**src/rtl/frcr_timer_ctrl.sv**
```systemverilog
// frcr_timer_ctrl: 32-bit register front end for the 64-bit free-running timer,
// with tear-free counter access, counter load sequencing and a compare interrupt.
module frcr_timer_ctrl (
  input  logic        iCLOCK,
  input  logic        inRESET,
  input  logic        iREQ,
  output logic        oBUSY,
  input  logic        iRW,
  input  logic [2:0]  iADDR,
  input  logic [31:0] iDATA,
  output logic        oVALID,
  output logic [31:0] oDATA,
  output logic        oTIMER_WR_ENA,
  output logic [63:0] oTIMER_COUNTER,
  input  logic [63:0] iTIMER_COUNTER,
  output logic        oIRQ,
  input  logic        iIRQ_ACK
);
  typedef enum logic [1:0] {IDLE, ARMED, FIRED} state_t;

  state_t      state_q, state_d;
  logic [31:0] wr_shadow_q, wr_shadow_d, rd_shadow_q, rd_shadow_d;
  logic [31:0] cmp_shadow_q, cmp_shadow_d, period_q, period_d;
  logic [63:0] compare_q, compare_d, tcnt_q, tcnt_d;
  logic        enable_q, enable_d, periodic_q, periodic_d, pending_q, pending_d;
  logic        valid_q, valid_d, wr_ena_q, wr_ena_d;
  logic [31:0] data_q, data_d, rdata;
  logic        accept, wr, rd, cmp_hi_wr, match, fire;

  // The commit strobe cycle doubles as the busy cycle.
  assign accept    = iREQ && !wr_ena_q;
  assign wr        = accept && iRW;
  assign rd        = accept && !iRW;
  assign cmp_hi_wr = wr && iADDR == 3'd3;
  assign match     = state_q == ARMED && enable_q && iTIMER_COUNTER >= compare_q;
  assign fire      = match && !cmp_hi_wr;

  always_comb begin
    rdata = '0;
    case (iADDR)
      3'd0: rdata = iTIMER_COUNTER[31:0];
      3'd1: rdata = rd_shadow_q;
      3'd2: rdata = compare_q[31:0];
      3'd3: rdata = compare_q[63:32];
      3'd4: rdata = {29'b0, pending_q, periodic_q, enable_q};
      3'd5: rdata = period_q;
      default: rdata = '0;
    endcase
  end

  always_comb begin
    state_d      = cmp_hi_wr ? ARMED : (fire && !periodic_q) ? FIRED : state_q;
    compare_d    = cmp_hi_wr ? {iDATA, cmp_shadow_q}
                 : (fire && periodic_q) ? compare_q + {32'b0, period_q} : compare_q;
    pending_d    = fire || (pending_q && !iIRQ_ACK);
    wr_shadow_d  = (wr && iADDR == 3'd0) ? iDATA : wr_shadow_q;
    rd_shadow_d  = (rd && iADDR == 3'd0) ? iTIMER_COUNTER[63:32] : rd_shadow_q;
    cmp_shadow_d = (wr && iADDR == 3'd2) ? iDATA : cmp_shadow_q;
    enable_d     = (wr && iADDR == 3'd4) ? iDATA[0] : enable_q;
    periodic_d   = (wr && iADDR == 3'd4) ? iDATA[1] : periodic_q;
    period_d     = (wr && iADDR == 3'd5) ? iDATA : period_q;
    wr_ena_d     = wr && iADDR == 3'd1;
    tcnt_d       = wr_ena_d ? {iDATA, wr_shadow_q} : tcnt_q;
    valid_d      = accept;
    data_d       = rd ? rdata : '0;
  end

  always_ff @(posedge iCLOCK or negedge inRESET) begin
    if (!inRESET) begin
      state_q      <= IDLE;
      compare_q    <= '0;
      pending_q    <= 1'b0;
      wr_shadow_q  <= '0;
      rd_shadow_q  <= '0;
      cmp_shadow_q <= '0;
      enable_q     <= 1'b0;
      periodic_q   <= 1'b0;
      period_q     <= '0;
      wr_ena_q     <= 1'b0;
      tcnt_q       <= '0;
      valid_q      <= 1'b0;
      data_q       <= '0;
    end else begin
      state_q      <= state_d;
      compare_q    <= compare_d;
      pending_q    <= pending_d;
      wr_shadow_q  <= wr_shadow_d;
      rd_shadow_q  <= rd_shadow_d;
      cmp_shadow_q <= cmp_shadow_d;
      enable_q     <= enable_d;
      periodic_q   <= periodic_d;
      period_q     <= period_d;
      wr_ena_q     <= wr_ena_d;
      tcnt_q       <= tcnt_d;
      valid_q      <= valid_d;
      data_q       <= data_d;
    end
  end

  assign oBUSY          = wr_ena_q;
  assign oVALID         = valid_q;
  assign oDATA          = data_q;
  assign oTIMER_WR_ENA  = wr_ena_q;
  assign oTIMER_COUNTER = tcnt_q;
  assign oIRQ           = pending_q;
endmodule
```
**config.mk**
```make
export PLATFORM = sky130hd
export DESIGN_NAME = frcr_timer_ctrl
export DESIGN_NICKNAME = d
export VERILOG_FILES = /design/src/rtl/frcr_timer_ctrl.sv
export SDC_FILE = /design/constraint.sdc
export NUM_CORES = 1
export LEC_CHECK = 0
export CAP_MARGIN = 20
export CORE_ASPECT_RATIO = 1.5
export CORE_MARGIN = 2
export CORE_UTILIZATION = 45
export CTS_CLUSTER_DIAMETER = 120
export CTS_CLUSTER_SIZE = 25
export DETAILED_ROUTE_END_ITERATION = 8
export DONT_BUFFER_PORTS = 1
export PLACE_DENSITY = 0.58
export SETUP_SLACK_MARGIN = 0.02
export SLEW_MARGIN = 40
export SYNTH_ARGS = -nofsm -noshare
export SYNTH_HDL_FRONTEND = slang
export SYNTH_SLANG_ARGS = --single-unit
```
**constraint.sdc**
```tcl
create_clock -name iCLOCK -period 3.7 [get_ports iCLOCK]
set_input_delay 1.11 -clock iCLOCK [delete_from_list [all_inputs] [get_ports iCLOCK]]
set_output_delay 1.11 -clock iCLOCK [all_outputs]
set_load 0.02 [all_outputs]
```
Word level (Yosys, flattened, before mapping)
Cells that the tools add are included.

storage, ports and cells
  bits in registers = 295
  latch bits = 0
  memory bits (writable) = 0
  bits in read-only memories = 0
  input port bits = 104
  output and inout port bits = 100
  logic and storage cells = 52
  memories kept = 0

cells by class
  $add $sub $neg = 1
  multiply operators = 0
  div/mod/pow operators = 0
  magnitude comparators = 1
  equal/unequal tests = 6
  shift-type cells = 0
  mux-type cells = 6
  bitwise gates (word level) = 0
  reduce and logical (&&, ||, !) cells = 25

operator list
  operator                                             number
  case mux 32 bit (6 select lines)                     1
  two-way mux 64 bit                                   2
  adder 64 x 32 -> 64 bit                              1
  greater-or-equal comparator 64 bit                   1
  two-way mux 32 bit                                   1
  logical AND 1 bit                                    16
  equality test 3 x 2 -> 1 bit, second input constant  2
  equality test 3 bit, second input constant           2
  logical NOT 1 bit                                    5
  two-way mux 2 bit                                    2
  nonzero test 2 bit                                   2
  equality test 3 x 1 -> 1 bit, second input constant  1
  logical NOT 3 bit                                    1
  equality test 2 x 1 -> 1 bit, second input constant  1
  logical OR 1 bit                                     1

Logic depth before layout (Yosys ltp)
  word-level depth = 9
  mapped depth = 14

Worst setup path before layout
No wires, ideal clock.

  kind = input-to-reg
  start = in iTIMER_COUNTER[61]
  end = reg compare_q[34]
  library setup time = 0.126 ns
  arrival time = 3.250 ns
  path slack = 0.324 ns
  cell stages on the path = 9
  path buffers = 1
  cells stage by stage = ha_1 nand4_1 or4_1 o22ai_1 nor3_1 a21oi_1 buf_4 mux2_2 a221o_1

between the ends
  cells in the longest elaborated chain, start to end = 5

ends and longest elaborated chain
  what                                 RTL line  RTL
  from (decl)                          15        input logic [63:0] iTIMER_COUNTER,
  greater-or-equal comparator 64 bit   35        assign match = state_q == ARMED && enable_q && iTIMER_COUNTER >= compare_q;
  logical AND 1 bit                    35
  logical AND 1 bit                    36        assign fire = match && !cmp_hi_wr;
  logical AND 1 bit                    54        : (fire && periodic_q) ? compare_q + {32'b0, period_q} : compare_q;
  nonzero test 2 bit (no source line)  --
  to (signal assigned)                 85        compare_q <= compare_d;
  to (decl)                            24        logic [63:0] compare_q, compare_d, tcnt_q, tcnt_d;

Every way passes these cells.
A chain may end at the register's enable or synchronous reset.

Worst setup path in the final report
  start = reg period_q[14]
  end = reg compare_q[23]

between the ends
  cells in the longest elaborated chain, start to end = 3

ends and longest elaborated chain
  what                     RTL line  RTL
  from (decl)              23        logic [31:0] cmp_shadow_q, cmp_shadow_d, period_q, period_d;
  from (signal assigned)   92        period_q <= period_d;
  adder 64 x 32 -> 64 bit  54
  two-way mux 64 bit       54
  two-way mux 64 bit       53        compare_d = cmp_hi_wr ? {iDATA, cmp_shadow_q}

Every way passes these cells. The select of a mux whose other input is x is not followed.

==> PnR_summary.wiki <==
{| class="wikitable"
! Metric !! Value
|-
| First-iteration detailed-routing DRC count || 1065
|-
| # Max-Cap Violations || 0
|-
| Most common cell after layout, fill and taps aside || dfrtp_1
|-
| Synth top area cells || dfrtp_1 (45%), mux2_2 (13%), ha_1 (7.3%)
|-
| Synth-to-Final Area Change || 7.82%
|-
| Worst-Skew Late Latency || 0.53 ns
|-
| Required time of the critical path || 4.11 ns
|-
| Final antenna-violating net count || 0
|-
| Run status || finished, final reports clean
|-
| Proportion of synthesized chip area in sequential cells || 0.450
|-
| Final cell utilization of the core || 0.492
|-
| Clock Sinks || 295
|-
| Gate Count Post-Synth || 1549
|-
| Post-layout worst setup margin || 0.156 ns
|-
| Fraction of final layout cells sized beyond drive strength 1 || 0.196
|-
| Number of synthesized register bits || 295
|-
| Length of the first detailed-routing pass in iterations || 8
|-
| Diode insertion count for antenna repair || 0
|-
| Cell Count Post-Placement || 2005
|-
| Post-detailed-routing wire length || 50600 µm
|-
| Number of non-filler instances in the completed layout || 2026
|-
| Crit Path Max Fanout || 8
|-
| Via count || 12600
|-
| Max Buffers Root-to-Sink || 3
|-
| Startpoint Class || register
|-
| Post-synth EDFFs || 0
|-
| Number of vias per cell || 6.23
|-
| Adder-cell share of the synthesized area || 0.0744
|-
| Post-synthesis instance area || 16400 µm²
|-
| Hold buffer count at CTS || 0
|-
| Highest achievable clock rate || 282 MHz
|-
| Initial antenna violation count || 0
|-
| Fin Setup TNS || 0 ns
|-
| Area of the core region || 35900 µm²
|-
| Fin area || 17700 µm²
|-
| Sequential share of power || 0.454
|-
| Number of buffers added by the clock tree synthesis step || 15
|-
| Number of failing setup endpoints in the final timing report || 0
|-
| Reg clk slew, reported paths || 0.10 ns
|-
| Die Footprint || 38000 µm²
|-
| I/O pins || 204
|-
| Final period demand of the worst path || 3.54 ns
|-
| Synthesis Warnings || 0
|-
| Total routing usage reported by global routing || 0.264
|-
| Headroom to the max-slew limit || 0.386
|-
| Number of distinct library cells after synthesis || 76
|-
| Main combinational cell family by area after synthesis || compound AO/OA/AOI/OAI gates
|-
| Fraction of post-synthesis cell area in the top cell type by area || 0.450
|-
| Static Leakage || 7.73 nW
|-
| Worst hold-check slack || 0.279 ns
|-
| HP Class || primary input to async pin
|-
| Clock tree from TritonCTS || done
|-
| Critical path capture point type || register
|-
| Number of nets in the layout || 1750
|-
| Arrival time at the worst endpoint || 3.96 ns
|-
| Power per standard cell area || 616 nW/µm²
|-
| Worst Path Class, Setup || register to register
|-
| Share of power burned in combinational logic || 0.381
|-
| Area share of xor/xnor cells in the synthesized design || 0.0128
|-
| Post-Place Cell Area || 17300 µm²
|-
| Post-synthesis compound-gate area fraction || 0.158
|-
| Portion of netlist area occupied by mux cells || 0.154
|-
| Slew at the pin closest to its max-slew limit || 0.914 ns
|-
| Dominant synthesized flop cell || dfrtp_1
|-
| Power share of the clock group || 0.165
|-
| Setup repair after global routing missed its margin || false
|-
| Clock root buffer || clkbuf_16
|-
| Max-slew violation count || 0
|-
| Die width || 160 µm
|-
| Residual DRC || 0
|-
| H-Tree Level Count || 1
|-
| Routed wire length per instance || 25.0 µm
|-
| Pre-CTS setup slack || -0.381 ns
|-
| Post-Synthesis Net Count || 1750
|-
| FFs w/ async S/R, synth || 1.00
|-
| Endpoints failing hold || 0
|-
| Simple-gate area share of the yosys netlist || 0.112
|-
| Overall power of the completed layout || 10.9 mW
|-
| Syn Area/Cell || 10.6 µm²
|-
| Cell Rows || 85
|-
| VDD IR-drop max || 387 µV
|-
| Maximum number of pins on one net before global-route repair || 296
|-
| Total internal power || 6.63 mW
|-
| Net switching power of the design || 4.27 mW
|-
| Wire length of the first global-routing pass || 77200 µm
|-
| Fraction of power spent switching nets || 0.392
|-
| Final global-route overflow total || 0
|-
| Number of filler cells placed in the layout || 3361
|-
| Vias in the first global route || 12500
|-
| Starting utilization of the core area || 0.456
|-
| Share of the clock period used by the worst path after layout || 0.958
|-
| RePlAce Congestion || 0.972
|-
| Top library cells by usage in the layout, fill and taps aside || dfrtp_1 (295), mux2_2 (191), nand2_1 (126)
|-
| Leading area contributor after synthesis || dfrtp_1
|-
| Sum of net half-perimeters after detailed placement || 38200 µm
|-
| Worst-case clock skew || 0.0227 ns
|-
| Count of input and output buffers || 0
|-
| Die H || 238 µm
|}
==> power by group through the flow <==
stage / Clock, mW / Sequential, mW / Combinational [mW]
2_1_floorplan: 0 / 4.72 / 3.05
3_3_place_gp: 0 / 4.97 / 4.03
3_5_place_dp: 0 / 5.00 / 4.09
4_1_cts: 1.87 / 4.93 / 4.12
5_1_grt: 1.97 / 5.04 / 4.62
6_report: 1.80 / 4.95 / 4.16
==> worst paths after layout <==
check / end / slack (ns) / startpoint / cells after the start
setup / recovery: compare_q[23] / 0.16 / period_q[14] / 10
hold reg to reg: state_q[0] / 0.49 / state_q[0] / 1
max in group asynchronous: period_q[19] / 2.82 / inRESET / 0
min in group iCLOCK: state_q[0] / 0.49 / state_q[0] / 1
hold / removal: oTIMER_COUNTER[57] / 0.28 / inRESET / 0
setup reg to reg: compare_q[23] / 0.16 / period_q[14] / 10
==> synthesized netlist by cell type (5+ instances only) <==
cell / count
buf_2: 16
o21a_1: 5
o211ai_1: 18
a22oi_1: 44
xor2_1: 14
a21o_1: 13
mux2_2: 191
dfrtp_1: 295
a211oi_1: 5
nor2b_1: 10
o22ai_1: 7
o22a_1: 20
o31a_1: 15
and3_1: 7
nor4_1: 10
nand2_1: 128
a221o_1: 31
clkbuf_1: 59
nand3_1: 34
nand4_1: 23
o21bai_1: 7
buf_1: 5
mux2i_1: 19
o21ai_0: 74
a21oi_1: 73
nand2b_1: 10
ha_1: 96
and2_1: 11
xnor2_1: 10
nor3_1: 33
inv_1: 78
or3_1: 7
mux4_2: 8
o31ai_1: 5
o2111ai_1: 7
nor2_1: 86
==> kinds of logic after synthesis <==
logic type,after synthesis
XOR/XNOR,24
adder cells (fa/ha/maj),97
buffers and inverters,162
AO/OA/AOI/OAI,369
flip-flops,295
AND/OR/NAND/NOR,384
multiplexers,218
==> per-layer routing <==
metal	GRT usage	wire length [µm]	vias up
met4	0.0748	1480	0
met1	0.355	21200	6348
li1	-	-	5705
met2	0.450	24500	479
met3	0.0353	3420	82
met5	0	0	-
==> repair_timing <==
item | 4_1_cts | 5_1_grt
setup buffers | 0 | 5
setup endpoints to repair | 0 | 18
gates resized for setup | 0 | 2
==> worst max-delay path, cell delays in order, from the launching register on <==
cell and delay [ns]:
dfrtp_1 0.48, ha_1 0.48, nand4_1 0.16, nor3_1 0.40, or3b_1 0.47, a211oi_1 0.40
buf_4 0.20, o21bai_1 0.13, a311oi_2 0.31, xor2_1 0.10, a221o_1 0.33
==> flip-flops by register name, summed over array words and instances (netlist names), 2 cells and up <==
| signal | cells |
|---|---|
| oDATA | 32 |
| oTIMER_COUNTER | 64 |
| compare_q | 64 |
| state_q | 2 |
| cmp_shadow_q | 32 |
| wr_shadow_q | 32 |
| period_q | 32 |
| rd_shadow_q | 32 |
==> final cells by class <==
class / instances / area [µm²] / area share
multi-input cells: 1092 / 8430 / 0.477
clock inverters: 1 / 7.51 / 0.000424
well taps: 478 / 598 / 0.0338
clock buffers: 15 / 375 / 0.0212
repair buffers: 67 / 603 / 0.0341
inverters: 78 / 293 / 0.0166
flip-flops and latches: 295 / 7380 / 0.417
Note: power is estimated with default switching activity, not from simulation.
